### config.mk
export PLATFORM = sky130hd
export DESIGN_NAME = result_uart_tx
export DESIGN_NICKNAME = d
export VERILOG_FILES = /design/src/rtl/result_uart_tx.sv
export SDC_FILE = /design/constraint.sdc
export NUM_CORES = 1
export LEC_CHECK = 0
export ABC_AREA = 1
export CAP_MARGIN = 40
export CORE_MARGIN = 5
export CORE_UTILIZATION = 55
export DETAILED_ROUTE_END_ITERATION = 8
export GPL_TIMING_DRIVEN = 0
export PLACE_DENSITY = 0.92
export SKIP_CTS_REPAIR_TIMING = 1
export SYNTH_ARGS = -nofsm -noshare
export SYNTH_HDL_FRONTEND = slang
export SYNTH_SLANG_ARGS = --single-unit
### constraint.sdc
create_clock -name clk -period 3 [get_ports clk]
set_input_delay 0.9 -clock clk [delete_from_list [all_inputs] [get_ports clk]]
set_output_delay 0.9 -clock clk [all_outputs]
set_load 0.01 [all_outputs]
### src/rtl/result_uart_tx.sv
// result_uart_tx: serialises each inference result over UART 8N1, MSB byte first.
// Optional macro RESULT_TX_CHECKSUM_EN appends an XOR checksum byte per frame.
module result_uart_tx #(
  parameter int CLKS_PER_BIT = 868,
  parameter int NUM_BYTES    = 3
) (
  input  logic                   clk,
  input  logic                   rst,
  input  logic                   resValid,
  input  logic [8*NUM_BYTES-1:0] resData,
  output logic                   txd,
  output logic                   busy,
  output logic                   txStart,
  output logic                   txDone,
  output logic [7:0]             dropCnt
);

`ifdef RESULT_TX_CHECKSUM_EN
  localparam int TOT = NUM_BYTES + 1;
`else
  localparam int TOT = NUM_BYTES;
`endif
  localparam int BW = 8 * TOT;
  localparam int CW = (CLKS_PER_BIT > 1) ? $clog2(CLKS_PER_BIT) : 1;
  localparam int IW = $clog2(TOT + 1);
  localparam logic [CW-1:0] CNT_MAX = CW'(CLKS_PER_BIT - 1);
  localparam logic [IW-1:0] IDX_MAX = IW'(TOT - 1);

  typedef enum logic [1:0] {IDLE, START, DATA, STOP} state_t;

  state_t        state, state_nx;
  logic [CW-1:0] cnt, cnt_nx;
  logic [2:0]    bit_idx, bit_nx;
  logic [IW-1:0] byte_idx, byte_nx;
  logic [BW-1:0] shreg, shreg_nx;
  logic [BW-1:0] load;
  logic [7:0]    cur;
  logic [7:0]    drop_nx;
  logic          txd_nx, busy_nx, start_nx, done_nx;
  logic          wrap, last, accept;

  assign wrap   = (cnt == CNT_MAX);
  assign last   = (byte_idx == IDX_MAX);
  assign accept = (state == IDLE) && resValid;
  assign cur    = shreg[BW-1 -: 8];

`ifdef RESULT_TX_CHECKSUM_EN
  logic [7:0] csum;

  // XOR of all result bytes, loaded as the trailing byte
  always_comb begin
    csum = '0;
    for (int i = 0; i < NUM_BYTES; i++)
      csum = csum ^ resData[8*i +: 8];
  end

  assign load = {resData, csum};
`else
  assign load = resData;
`endif

  // State register
  always_ff @(posedge clk or negedge rst) begin
    if (!rst) state <= IDLE;
    else      state <= state_nx;
  end

  // Next-state: advance only when the baud counter wraps
  always_comb begin
    state_nx = state;
    unique case (state)
      IDLE:    if (resValid) state_nx = START;
      START:   if (wrap) state_nx = DATA;
      DATA:    if (wrap && bit_idx == 3'd7) state_nx = STOP;
      STOP:    if (wrap) state_nx = last ? IDLE : START;
      default: state_nx = IDLE;
    endcase
  end

  // Next values of counters, shift buffer and registered outputs
  always_comb begin
    cnt_nx   = (state == IDLE || wrap) ? '0 : cnt + CW'(1);
    bit_nx   = (state == DATA && wrap) ? bit_idx + 3'd1 : bit_idx;
    byte_nx  = byte_idx;
    shreg_nx = shreg;
    if (accept) shreg_nx = load;
    if (state == STOP && wrap) begin
      byte_nx  = last ? '0 : byte_idx + IW'(1);
      shreg_nx = shreg << 8;
    end
    txd_nx = 1'b1;
    if (state_nx == START)     txd_nx = 1'b0;
    else if (state_nx == DATA) txd_nx = cur[bit_nx];
    busy_nx  = (state_nx != IDLE);
    start_nx = accept;
    done_nx  = (state == STOP) && wrap && last;
    drop_nx  = dropCnt;
    if (resValid && state != IDLE && dropCnt != 8'hFF)
      drop_nx = dropCnt + 8'd1;
  end

  // Datapath and output registers; reset aborts any frame with txd high
  always_ff @(posedge clk or negedge rst) begin
    if (!rst) begin
      cnt      <= '0;
      bit_idx  <= '0;
      byte_idx <= '0;
      shreg    <= '0;
      txd      <= 1'b1;
      busy     <= 1'b0;
      txStart  <= 1'b0;
      txDone   <= 1'b0;
      dropCnt  <= '0;
    end else begin
      cnt      <= cnt_nx;
      bit_idx  <= bit_nx;
      byte_idx <= byte_nx;
      shreg    <= shreg_nx;
      txd      <= txd_nx;
      busy     <= busy_nx;
      txStart  <= start_nx;
      txDone   <= done_nx;
      dropCnt  <= drop_nx;
    end
  end

endmodule

==> flow_summary_export.csv <==
group,metric,value,unit
status,outcome,"complete, no violations",
sta,maxSlewViolCount,0,
sta,fmax,445.7,MHz
clock_network,cts_tree,"built",
power_and_ir_drop,pwr_density_cell,524.8,nW/um^2
setup_path,cp.depth,1,
place,place_area,2955,um^2
setup_path,path_class,"flip-flop to output pin",
finish,final_util,70.15,%
finish,drive_gt1_share,11.91,%
sta,maxSlewHeadroom,74.47,%
power_and_ir_drop,combPwrFrac,16.6,%
setup_path,critPathMaxStageDelay,0.52,ns
clock_network,numCtsBuffers,5,
synth,yosysSeqAreaShare,53.21,%
finish,final_common_cell,"nand2_1",
sta,setup_ws,0.7566,ns
synth,syn-num-nets,303,
sta,fin_worst_skew,0.007087,ns
setup_path,critical_path_arrival,1.34,ns
worst_hold_path,hp-start,"cnt[0]",
power_and_ir_drop,finalPower,0.001614,W
power_and_ir_drop,pwr-share-seq,52.1,%
finish,final_cell_mix,"53 x nand2_1, 52 x dfrtp_1, 37 x clkdlybuf4s50_1",
setup_path,endpoint_kind,"output pin",
setup_path,startpoint,"txd",
synth,synth_cells,272,
sta,finalHoldViolCount,0,
place,gp_congestion,0.7995,
floorplanning,initial_utilization,56.91,%
setup_path,worstPathCellList,"clkdlybuf4s50_1",
detailed_routing,wire_per_inst,13.32,um
clock_network,cts.path.max_buffers,2,
sta,setup_viol,0,
flow_run,drv_cap,0,
clock_network,clk_pin_slew,0.10,ns
floorplanning,die_h,77.35,um
place,io_buffers,38,
setup_path,r2r_start,"cnt[0]",
power_and_ir_drop,clockPowerShare,31.3,%
clock_network,clockRootBuffer,"clkbuf_8",
sta,timing.final.crit_period,2.243,ns
synth,ys_seq_elements,53,
finish,fin_nets,349,
clock_network,cts_sinks,53,
floorplanning,rows,24,
setup_path,start_kind,"flip-flop",
setup_path,cpMaxStageDelayCell,"dfstp_2",
setup_path,path_buf_inv,1,
power_and_ir_drop,irDropWorstVdd,557.1,uV
floorplanning,num_io_pins,39,
synth,yosysWarnings,0,
floorplanning,die_w,77.35,um
detailed_routing,final_antenna_net_count,0,
sta,worstMarginPinSlew,0.3829,ns
sta,fin_setup_tns,0,ns
setup_path,crit_fanout,1,
clock_network,h-tree-depth,2,
grt,antenna_found_initial,0,
floorplanning,core-area,4384,um^2
setup_path,r2r_cells,11,
setup_path,worstPathRequired,2.10,ns
setup_path,cp_top_family,"flip-flops",
detailed_routing,drt_iter0_markers,109,
finish,stdcell_area,3075,um^2
worst_hold_path,hold_class,"flip-flop to flip-flop",
synth,netlist_area,2495,um^2
finish,area_delta_synth_final,23.27,%
worst_hold_path,whs_path_depth,1,
detailed_routing,routed_wl,4.940,mm
grt,grt_pass1_wl,8.549,mm
finish,diodes,0,
power_and_ir_drop,netSwitchingPower,0.0004102,W
grt,grt_max_degree,39,
detailed_routing,drc_errors,0,
sta,fin_crit_sh,74.78,%
synth,synth_cell_types,31,
floorplanning,die-area,5983,um^2
detailed_routing,via_per_inst,5.296,
finish,num-fill-cells,315,
grt,grtUsageTotal,17.51,%
clock_network,clkLatencyLatePin,0.31,ns
power_and_ir_drop,leakagePower,1.544,nW
grt,first_global_vias,1872,
detailed_routing,dr.pass1.iters,7,
detailed_routing,vias,1965,
synth,syn_avg_cell_area,9.172,um^2
place,place_ws,0.5034,ns
power_and_ir_drop,power.internal,0.001204,W
power_and_ir_drop,switching_share,25.42,%
place,hpwlAfterDp,3.657,mm
sta,rsz0062_at_grt,"false",
grt,grt.overflow.total,0,
## power groups by stage
stage,registers (W),clock network (W),logic (W)
after floorplan,0.000866,0,0.0000875
after global placement,0.000851,0,0.000260
after detailed placement,0.000853,0,0.000271
after CTS,0.000840,0.000514,0.000273
after global routing,0.000853,0.000551,0.000295
final,0.000841,0.000505,0.000268
## state kept, by name, summed over array words and instances (netlist names), 2 cells and up
name,count
byte_idx,2
cnt,10
bit_idx,3
dropCnt,8
state,2
shreg,24
## worst reg2reg max path, cell delays in order, from the launching register on
cell	delay [ns]
dfrtp_1	0.38
ha_1	0.21
nand2_1	0.08
nor2_1	0.22
nand2_4	0.13
nor2_8	0.17
inv_4	0.08
nand2_8	0.09
inv_4	0.06
buf_6	0.14
a22oi_2	0.14
inv_2	0.04
## final timing paths
kind / end / slack [ns]
setup / recovery: txd / 0.76
max in group asynchronous: shreg[21] / 1.99
hold reg to reg: cnt[0] / 0.47
hold / removal: cnt[0] / 0.47
setup reg to reg: shreg[7] / 1.16
min in group asynchronous: txDone / 0.49
## layout make-up
class,count,area (um^2),area share (%)
buffer,4,26.28,0.8544
multi-input combinational,170,967.2,31.45
timing repair buffer,39,395.4,12.86
clock buffer,6,82.58,2.685
clock inverter,2,37.54,1.221
inverter,45,173.9,5.655
sequential,53,1328,43.17
tap,52,65.06,2.116
## cell usage after synthesis
library cell  number  area share [%]
nor3_1             6             1.2
buf_6              1            0.45
ha_1               4             2.0
inv_1             36             5.4
or2_0              1            0.25
a22oi_1           20             6.0
buf_2              3            0.60
a22oi_2            3             1.5
nor2_2             1            0.25
xor2_1             5             1.8
nand2_1           53             8.0
nand4_2            1            0.50
nand2_2            4             1.0
a21oi_1            5             1.0
o21ai_0           16             3.2
inv_2              7             1.1
nor3b_1            3            0.90
nor2_8             1            0.80
nand2_4            1            0.45
o21a_1             1            0.30
nand3_1           18             3.6
xnor2_1            3             1.1
or2_2              1            0.25
inv_4              2            0.50
nand4_1            1            0.25
a2111oi_0          1            0.35
dfstp_2            1             1.1
dfrtp_1           52              52
nor2_4             1            0.45
nor2_1            19             2.9
nand2_8            1            0.80
## metrics by stage
step	hold slack, ns	std cells
floorplan	0.4329	272
global placement	0.4470	362
detailed placement	0.4581	363
CTS	0.4713	371
global route	0.5008	371
finish	0.4669	371
## metal layers
layer	vias to the layer above	track usage (%)	wire (um)
met2	54	28.79	2419
met4	0	6.014	91
met1	926	22.10	2126
met3	11	5.208	303
met5	-	0	0
li1	974	-	-
## cells by family (layout without fill, tap and decap cells)
family                   after synthesis  after routing  share of synthesized area (%)
AO/OA/AOI/OAI                         46             46                          12.39
XOR/XNOR                               8              8                          2.809
adder cells (fa/ha/maj)                4              4                          2.006
buffers and inverters                 49             96                          8.024
flip-flops                            53             53                          53.21
AND/OR/NAND/NOR                      112            112                          21.57
Note: power is estimated with default switching activity, not from simulation.
